## config.mk

```make
export PLATFORM = sky130hd
export DESIGN_NAME = pseudo_random_generator
export DESIGN_NICKNAME = d
export VERILOG_FILES = /design/src/rtl/prng_pkg.sv /design/src/rtl/prng_lfsr_step.sv /design/src/rtl/pseudo_random_generator.sv
export SDC_FILE = /design/constraint.sdc
export NUM_CORES = 1
export LEC_CHECK = 0
export CAP_MARGIN = 20
export CORE_AREA = 3 3 40 42
export DETAILED_ROUTE_END_ITERATION = 8
export DIE_AREA = 0 0 43 45
export HOLD_SLACK_MARGIN = 0.06
export PLACE_DENSITY = 0.78
export SYNTH_ARGS = -nofsm -noshare
export SYNTH_HDL_FRONTEND = slang
export SYNTH_HIERARCHICAL = 1
export SYNTH_SLANG_ARGS = --single-unit
```

## constraint.sdc

```tcl
create_clock -name clk -period 2.07 [get_ports clk]
set_input_delay 0.414 -clock clk [delete_from_list [all_inputs] [get_ports clk]]
set_output_delay 0.414 -clock clk [all_outputs]
set_load 0.02 [all_outputs]
```

## src/rtl/prng_pkg.sv

```systemverilog
// Shared constants for the pseudo-random generator: supported LFSR widths,
// default seed and the maximal-length Galois tap mask for each width.
package prng_pkg;

   localparam int WIDTH_8  = 8;
   localparam int WIDTH_16 = 16;
   localparam int WIDTH_24 = 24;
   localparam int WIDTH_32 = 32;

   localparam int MIN_STEPS = 1;
   localparam int MAX_STEPS = 8;

   localparam logic [31:0] DEFAULT_SEED = 32'h0000_ACE1;

   function automatic bit is_legal_width(input int width);
      return (width == WIDTH_8) || (width == WIDTH_16) ||
             (width == WIDTH_24) || (width == WIDTH_32);
   endfunction

   // Right-shifting Galois masks; each gives a period of 2^width-1.
   function automatic logic [31:0] tap_mask(input int width);
      logic [31:0] mask;
      mask = 32'h0;
      case (width)
         WIDTH_8:  mask = 32'h0000_00B8;
         WIDTH_16: mask = 32'h0000_B400;
         WIDTH_24: mask = 32'h00E1_0000;
         WIDTH_32: mask = 32'h8020_0003;
         default:  mask = 32'h0;
      endcase
      return mask;
   endfunction

endpackage

```

## src/rtl/prng_lfsr_step.sv

```systemverilog
// One combinational step of a right-shifting Galois LFSR.
module prng_lfsr_step #(
   parameter int               WIDTH    = 16,
   parameter logic [WIDTH-1:0] TAP_MASK = 16'hB400
) (
   input  logic [WIDTH-1:0] cur_state,
   output logic [WIDTH-1:0] next_state
);

   assign next_state = (cur_state >> 1) ^ (cur_state[0] ? TAP_MASK : '0);

endmodule

```

## src/rtl/pseudo_random_generator.sv

```systemverilog
// Free-running Galois LFSR generator advancing STEPS steps per clock.
// Optional macro PRNG_LOCKUP_GUARD_EN reloads SEED if the state reaches zero.
module pseudo_random_generator
   import prng_pkg::*;
#(
   parameter int               WIDTH = 16,
   parameter int               OUT_W = 8,
   parameter logic [WIDTH-1:0] SEED  = DEFAULT_SEED[WIDTH-1:0],
   parameter int               STEPS = 1
) (
   input  logic             clk,
   input  logic             arst_n,
   output logic [OUT_W-1:0] o_prng
);

   localparam logic [31:0]      TAP_FULL = tap_mask(WIDTH);
   localparam logic [WIDTH-1:0] TAP      = TAP_FULL[WIDTH-1:0];

   if (!is_legal_width(WIDTH)) begin : g_bad_width
      $error("pseudo_random_generator: WIDTH must be 8, 16, 24 or 32");
   end
   if (OUT_W < 1 || OUT_W > WIDTH) begin : g_bad_out_w
      $error("pseudo_random_generator: OUT_W must be in 1..WIDTH");
   end
   if (SEED == '0) begin : g_bad_seed
      $error("pseudo_random_generator: SEED must be nonzero");
   end
   if (STEPS < MIN_STEPS || STEPS > MAX_STEPS) begin : g_bad_steps
      $error("pseudo_random_generator: STEPS must be in 1..8");
   end

   logic [WIDTH-1:0]            state;
   logic [WIDTH-1:0]            state_next;
   logic [STEPS:0][WIDTH-1:0]   chain;

   assign chain[0] = state;

   for (genvar i = 0; i < STEPS; i++) begin : g_step
      prng_lfsr_step #(
         .WIDTH    (WIDTH),
         .TAP_MASK (TAP)
      ) u_step (
         .cur_state  (chain[i]),
         .next_state (chain[i+1])
      );
   end

`ifdef PRNG_LOCKUP_GUARD_EN
   // Zero is a fixed point of the LFSR, so recover by reloading the seed.
   always_comb begin
      state_next = chain[STEPS];
      if (state == '0) begin
         state_next = SEED;
      end
   end
`else
   always_comb begin
      state_next = chain[STEPS];
   end
`endif

   always_ff @(posedge clk or negedge arst_n) begin
      if (!arst_n) begin
         state <= SEED;
      end else begin
         state <= state_next;
      end
   end

   assign o_prng = state[OUT_W-1:0];

endmodule

```

* Word level (Yosys, flattened, before mapping)
Cells that the tools add are included.
** Cells by class
- Add/sub/neg operators :: 0
- $mul :: 0
- Divide/modulo/power cells :: 0
- Order comparisons :: 0
- Eq/ne operators :: 0
- Shifts and indexed selects :: 0
- Muxes and demuxes :: 1
- Bitwise gates (word level) :: 1
- Reduce and logical (&&, ||, !) cells :: 0
** Operators with widths (number)
- 16-bit 2-to-1 mux :: 1
- 15-bit by 16-bit bitwise XOR with 16-bit output :: 1
** Storage, ports and cells
- Bits in registers :: 16
- Bits in latches :: 0
- Bits in writable memories :: 0
- ROM bits :: 0
- Input bits :: 2
- Output and inout bits :: 8
- Word-level logic and storage cells :: 3
- Memories :: 0

* Longest topological paths before layout
Gate-level depths: netlist of the first run.
- Depth after elaboration :: 2
- Mapped depth :: 1
- Mapped depth without buffers :: 1

* Cells and area by module
The synthesis of the first run kept the hierarchy.
** Modules (own cells, without submodules)
- pseudo_random_generator :: instances 1, cells an instance 24, area an instance 470.5 um^2, seq. area each 410.4 um^2
- prng_lfsr_step :: instances 1, cells an instance 16, area an instance 123.9 um^2, seq. area each 0.0 um^2

* Worst setup path before layout of the first run
OpenSTA, ideal clock, no wires.
- Kind :: register to output
- From :: reg state[0]
- To :: out o_prng[0]
- Arrival time :: 701 ps
- Required time :: 1656 ps
- Setup slack :: 955 ps
- Cell stages (with the launch flop) :: 2
- Path buffers :: 1
- Path through :: dfstp_2 > buf_4
** RTL lines
- start: declaration :: line pseudo_random_generator.sv:32 : logic [WIDTH-1:0] state;
- start signal: assignment :: line pseudo_random_generator.sv:66 : state <= state_next;
- end: declaration :: line pseudo_random_generator.sv:13 : output logic [OUT_W-1:0] o_prng
No word-level cell between the ends.

* Worst setup path after layout of the first run
- From :: reg state[0]
- To :: out o_prng[0]
No word-level cell between the ends.

==> results.toml, run 1 <==
[run_status]
outcome = "finished, final reports clean"

[finish]
top_register = "state"
diodes = 0
syn_to_final_growth_pct = -2.11
nets = 35
drive_gt1_share_pct = 37.5
largest_register_ffs = 16
reg_top3 = "state (16)"

[placed_design]
dp_hpwl_um = 434
place.gp.congestion = 0.679
post-place-ws_ns = 0.462
io_buffers = 9

[sta]
timing.final.crit_share_pct = 91.7
finalSetupViolations = 0
fin_skew_ns = 0.00530
final.setup.tns_ns = 0
rsz0062_at_grt = "no"
slew_headroom_pct = 56.8
min_period_ns = 1.90
hold_viol = 0
fmax_mhz = 527
fin_ws_ns = 0.172
slew_violations = 0
max_slew.worst_pin.slew_ns = 0.647

[hold_path]
min_path_type = "reg -> reg"
min_to = "state[7]"
hold_start = "state[8]"
min_path_cells = 0

[worst_setup_path]
crit_chain = "clkdlybuf4s50_1"
end_kind = "output port"
cp-startpoint = "state[0]"
required_ns = 1.66
worst-r2r-setup-slack_ns = 1.22
crit_fanout = 5
path_class = "reg -> out"
crit_slowest_cell = "clkdlybuf4s50_1"
path_buf_inv = 1
start_kind = "flip-flop"
r2r-start = "state[0]"
reg2reg_to = "state[12]"
rr_worst_depth = 1
crit_family = "buffers and inverters"
critPathArrivalTime_ns = 1.48
slowest_delay_ns = 0.62

[clock_tree]
tritoncts = "done"
cts-root-buf = "clkbuf_4"
htree_levels = 1
cts_sinks = 16
cts.hold.buffers_added = 0
post_cts_buffers = 0
worstSkewPairLatency_ns = 0.27
path_clk_slew_ns = 0.09
cts_resized = 0
cts_buffers = 3
max-clock-path-buffers = 2

[job]
cap_viol_max_count = 0

[yosys]
syn_nets = 42
yosysUniqueCellTypes = 4
synth_seq_cells = 16
synth_seq_area_share_pct = 69.1
yosys_warnings = 6
synth_cells = 40
avgSynthCellArea_um2 = 14.9
synth.cell_area_um2 = 594

[detailed_routing]
firstDrtPassIters = 1
routed-via-count = 183
wirelength_um = 629
wl_per_cell_um = 13.4
drtIter0Drc = 0
ant_nets = 0
drc_errors = 0
vias_per_cell = 3.89

[global_routing]
grt_use_total_pct = 9.06
grt_pass1_wl_mm = 1.13
grt_max_degree = 17
grt_pass1_vias = 211
grt_overflow = 0
antenna_found_initial = 0

[power_and_ir_drop]
ir_worst_vdd_mv = 0.367
fin_total_pwr_w = 0.000512
power.density_nw_per_um2 = 881
p_leak_nw = 0.275

[floorplan]
io_pins = 10
die_h_um = 45
dieArea_um2 = 1940
start_util_pct = 46.3
num_rows = 13
core_um2 = 1280
dieWidth_um = 43
## cell families after synthesis
group,share of synthesized area [%]
flip-flops,69.1
buffers and inverters,26.5
XOR/XNOR,4.42
## cell usage after synthesis (all sizes together)
cell / n / area share [%]
buf: 21 / 27
xor2: 3 / 4.4
dfstp: 8 / 35
dfrtp: 8 / 34
## cell type report
| cell class | count | area [um^2] |
|---|---|---|
| fill | 116 | 703 |
| sequential | 16 | 410 |
| timing repair buffer | 9 | 90.1 |
| clock buffer | 4 | 36.3 |
| multi-input combinational | 3 | 26.3 |
| tap | 15 | 18.8 |
## metrics by stage
stage	area (um^2)	cells	util, %	hold WS, ns
after floorplan	594	40	-	0.118
after global placement	546	43	42.5	0.338
after detailed placement	546	43	42.5	0.344
after CTS	582	47	45.3	0.362
after global routing	582	47	45.3	0.366
final	582	47	45.3	0.358
## worst max path at each step
| stage | slack [ns] | endpoint | cells past startpoint |
|---|---|---|---|
| 2_1_floorplan | 0.96 | o_prng[0] | 1 |
| 3_3_place_gp | 0.48 | o_prng[0] | 1 |
| 3_5_place_dp | 0.46 | o_prng[0] | 1 |
| 4_1_cts | 0.14 | o_prng[0] | 1 |
| 5_1_grt | 0.09 | o_prng[0] | 1 |
| 6_report | 0.17 | o_prng[0] | 1 |
## cell usage in the layout, fill, tap and decap left out, drive strengths merged
cell           n
dfrtp          8
xor2           3
clkbuf         4
clkdlybuf4s50  9
dfstp          8
## routing by layer
metal / share of wire (%) / vias up / GRT usage, %
li1: - / 84 / -
met1: 40 / 92 / 10.7
met2: 51 / 7 / 13.2
met3: 8.6 / 0 / 7.17
met4: 0 / 0 / 1.81
met5: 0 / - / 0
## power by group
part	total (W)	leakage (nW)	internal [W]	switching, W
sequential	0.000313	0.194	0.000313	0
clock	0.000192	0.0210	0.000107	0.0000854
combinational	0.00000693	0.0596	0.00000165	0.00000528
total	0.000512	0.275	0.000422	0.0000907
(Power assumes the default switching activity.)
==> run 2, diff against run 1 <==
- CAP_MARGIN: 20 -> not set
==> results of run 2 <==
The final DEF is identical to that of run 1; final timing and power are the same.
==> RTL change: new RTL, config.mk and constraints of run 2 <==
`WIDTH` is set to 16 in 2 places; all go to 32.
--- a/src/rtl/prng_lfsr_step.sv
+++ b/src/rtl/prng_lfsr_step.sv
@@ -1,5 +1,5 @@
 // One combinational step of a right-shifting Galois LFSR.
 module prng_lfsr_step #(
-   parameter int               WIDTH    = 16,
+   parameter int               WIDTH    = 32,
    parameter logic [WIDTH-1:0] TAP_MASK = 16'hB400
 ) (
--- a/src/rtl/pseudo_random_generator.sv
+++ b/src/rtl/pseudo_random_generator.sv
@@ -4,5 +4,5 @@
    import prng_pkg::*;
 #(
-   parameter int               WIDTH = 16,
+   parameter int               WIDTH = 32,
    parameter int               OUT_W = 8,
    parameter logic [WIDTH-1:0] SEED  = DEFAULT_SEED[WIDTH-1:0],
Check against the original RTL: not equivalent (a bounded check fails within 4 cycles, from zero or initial values and one cycle with arst_n low).
==> RTL change against run 2 <==
Sequential power rose by 100%. Wire length increased by 83%. Setup slack lost 0.067 ns. Cell count up 45%. Total power is 120% higher. First-iteration DRC count grew 2. Synthesized cell count grew 80%. Hold slack worse by 0.0031 ns. Maximum frequency is 3.4% lower. Area after synthesis increased by 88%. Cell area up 80%. Combinational power up 95%. Sequential cell count up 16. Critical path depth stayed put. Critical endpoint unchanged. Largest power group unchanged. Highest routed layer is now met4.
==> RTL change: results (changes against run 2) <==
[outcome]
status=complete, no violations

[clocking]
cts_setup_buffers=0  ; unchanged
cts_buffers=5  ; +2
clockRootBuffer=clkbuf_4
cts.repair.resized=0  ; unchanged
clkLatencyLatePin_ns=0.32  ; +0.05 ns
htree_levels=2  ; +1
clkTransAtPathRegs_ns=0.10

[setup_path]
timing.rr.end=state[21]$_DFF_PN0_
slowest_stage=clkdlybuf4s50_1
r2r_start=state[0]$_DFF_PN1_
crit_path_max_fanout=5  ; unchanged
critPathTopFamily=buffers and inverters
critPathArrivalTime_ns=1.55  ; +0.07 ns
reg2reg_slack_ns=1.20  ; -0.02 ns
slowest_delay_ns=0.63

[placed_design]
post_dp_cell_area_um2=953  ; +75%
io_buffers=9  ; unchanged
pre_cts_slack_ns=0.471  ; +0.00927 ns
gp_congestion=0.682  ; +0.38%
place_hpwl_um=614  ; +41%

[final_layout]
n_antenna_cell=0  ; unchanged
layout-drive-gt1-share=0.321  ; -0.0542
nFillCells=56  ; -52%
top_regs=state x32
num-nets-final=54  ; +54%

[yosys]
yosysSeqAreaShare=0.727  ; +0.0367
synth_ff_type=dfrtp_1
yosysWarnings=6  ; unchanged
syn_nets=74  ; +76%
yosys-top-cells-area=dfrtp_1, buf_4, dfstp_2
async_flop_share=1.00  ; unchanged
synth_cell_types=4  ; unchanged
netlist_top_cells_count=buf_4, dfrtp_1, dfstp_2, xor2_1

[timing]
setup_viol=0  ; unchanged
hold_ws_ns=0.355  ; -0.00314 ns
tightest_slew_ns=0.363  ; -0.283 ns
finalClockSkew_ns=0.0113  ; +0.00602 ns
clock.fmax_mhz=509  ; -3.4%

[detailed_routing]
drtPass1Iterations=2  ; +1
route.detailed.drc=0  ; unchanged
drt_iter0_markers=2  ; +2
avgRoutedWirePerCell_um=16.9  ; +26%
viasPerCell=4.85  ; +25%

[global_route]
grt_max_degree=33  ; +16
grt_pass1_wl_mm=1.90  ; +68%
antenna_found_initial=0  ; unchanged
gr-usage-all-layers=0.158  ; +0.0671
grt_pass1_vias=387  ; +83%

[min_path]
whs_path_depth=0  ; unchanged
min-delay-start=state[7]$_DFF_PN1_
min_path_type=reg -> reg
worstHoldEndpoint=state[6]$_DFF_PN1_

[pwr]
p_leak_uw=0.000534  ; +94%
switching_share=0.176  ; -0.000981
peakVddDrop_uv=857  ; +130%

## RTL change: changes by cell type after synthesis, sizes merged
cell	run 2	this run
buf	21	37
dfrtp	8	24
## RTL change: final cells by class
type	instances	area (um2)	share of cell area
flip-flops and latches	32	811	0.773
clock buffers	7	65.1	0.0621
multi-input cells	3	26.3	0.0251
repair buffers	10	97.6	0.0931
clock inverters	1	30.0	0.0286
well taps	15	18.8	0.0179
## RTL change: layer usage
layer / vias up / GRT usage / wire (um)
li1: 139 / - / -
met5: - / 0 / 0
met2: 13 / 0.240 / 568
met1: 176 / 0.181 / 485
met3: 2 / 0.0717 / 79
met4: 0 / 0.108 / 16
## RTL change: per-stage QoR
stage,power [uW],instances
after floorplan,637,72
after global placement,650,60
after global routing,1200,68
final,1150,68
after detailed placement,652,60
after CTS,1170,68
## RTL change: kinds of logic after synthesis
kind of cell and synth area share:
xor+xnor 0.0236, buf+inv 0.249, flops 0.727
## RTL change: power by group through the flow
stage	Sequential [uW]	Combinational, uW	Clock (uW)
floorplan	637	0.000231	0
global placement	637	13.2	0
detailed placement	637	14.5	0
CTS	626	14.5	529
global route	626	15.6	555
finish	625	13.5	513
## RTL change: worst max-delay path by stage
stage                       start        end  cells past startpoint
2_1_floorplan  state[0]$_DFF_PN1_  o_prng[0]                      1
3_3_place_gp   state[0]$_DFF_PN1_  o_prng[0]                      1
3_5_place_dp   state[0]$_DFF_PN1_  o_prng[0]                      1
4_1_cts        state[0]$_DFF_PN1_  o_prng[0]                      1
5_1_grt        state[0]$_DFF_PN1_  o_prng[0]                      1
6_report       state[0]$_DFF_PN1_  o_prng[0]                      1
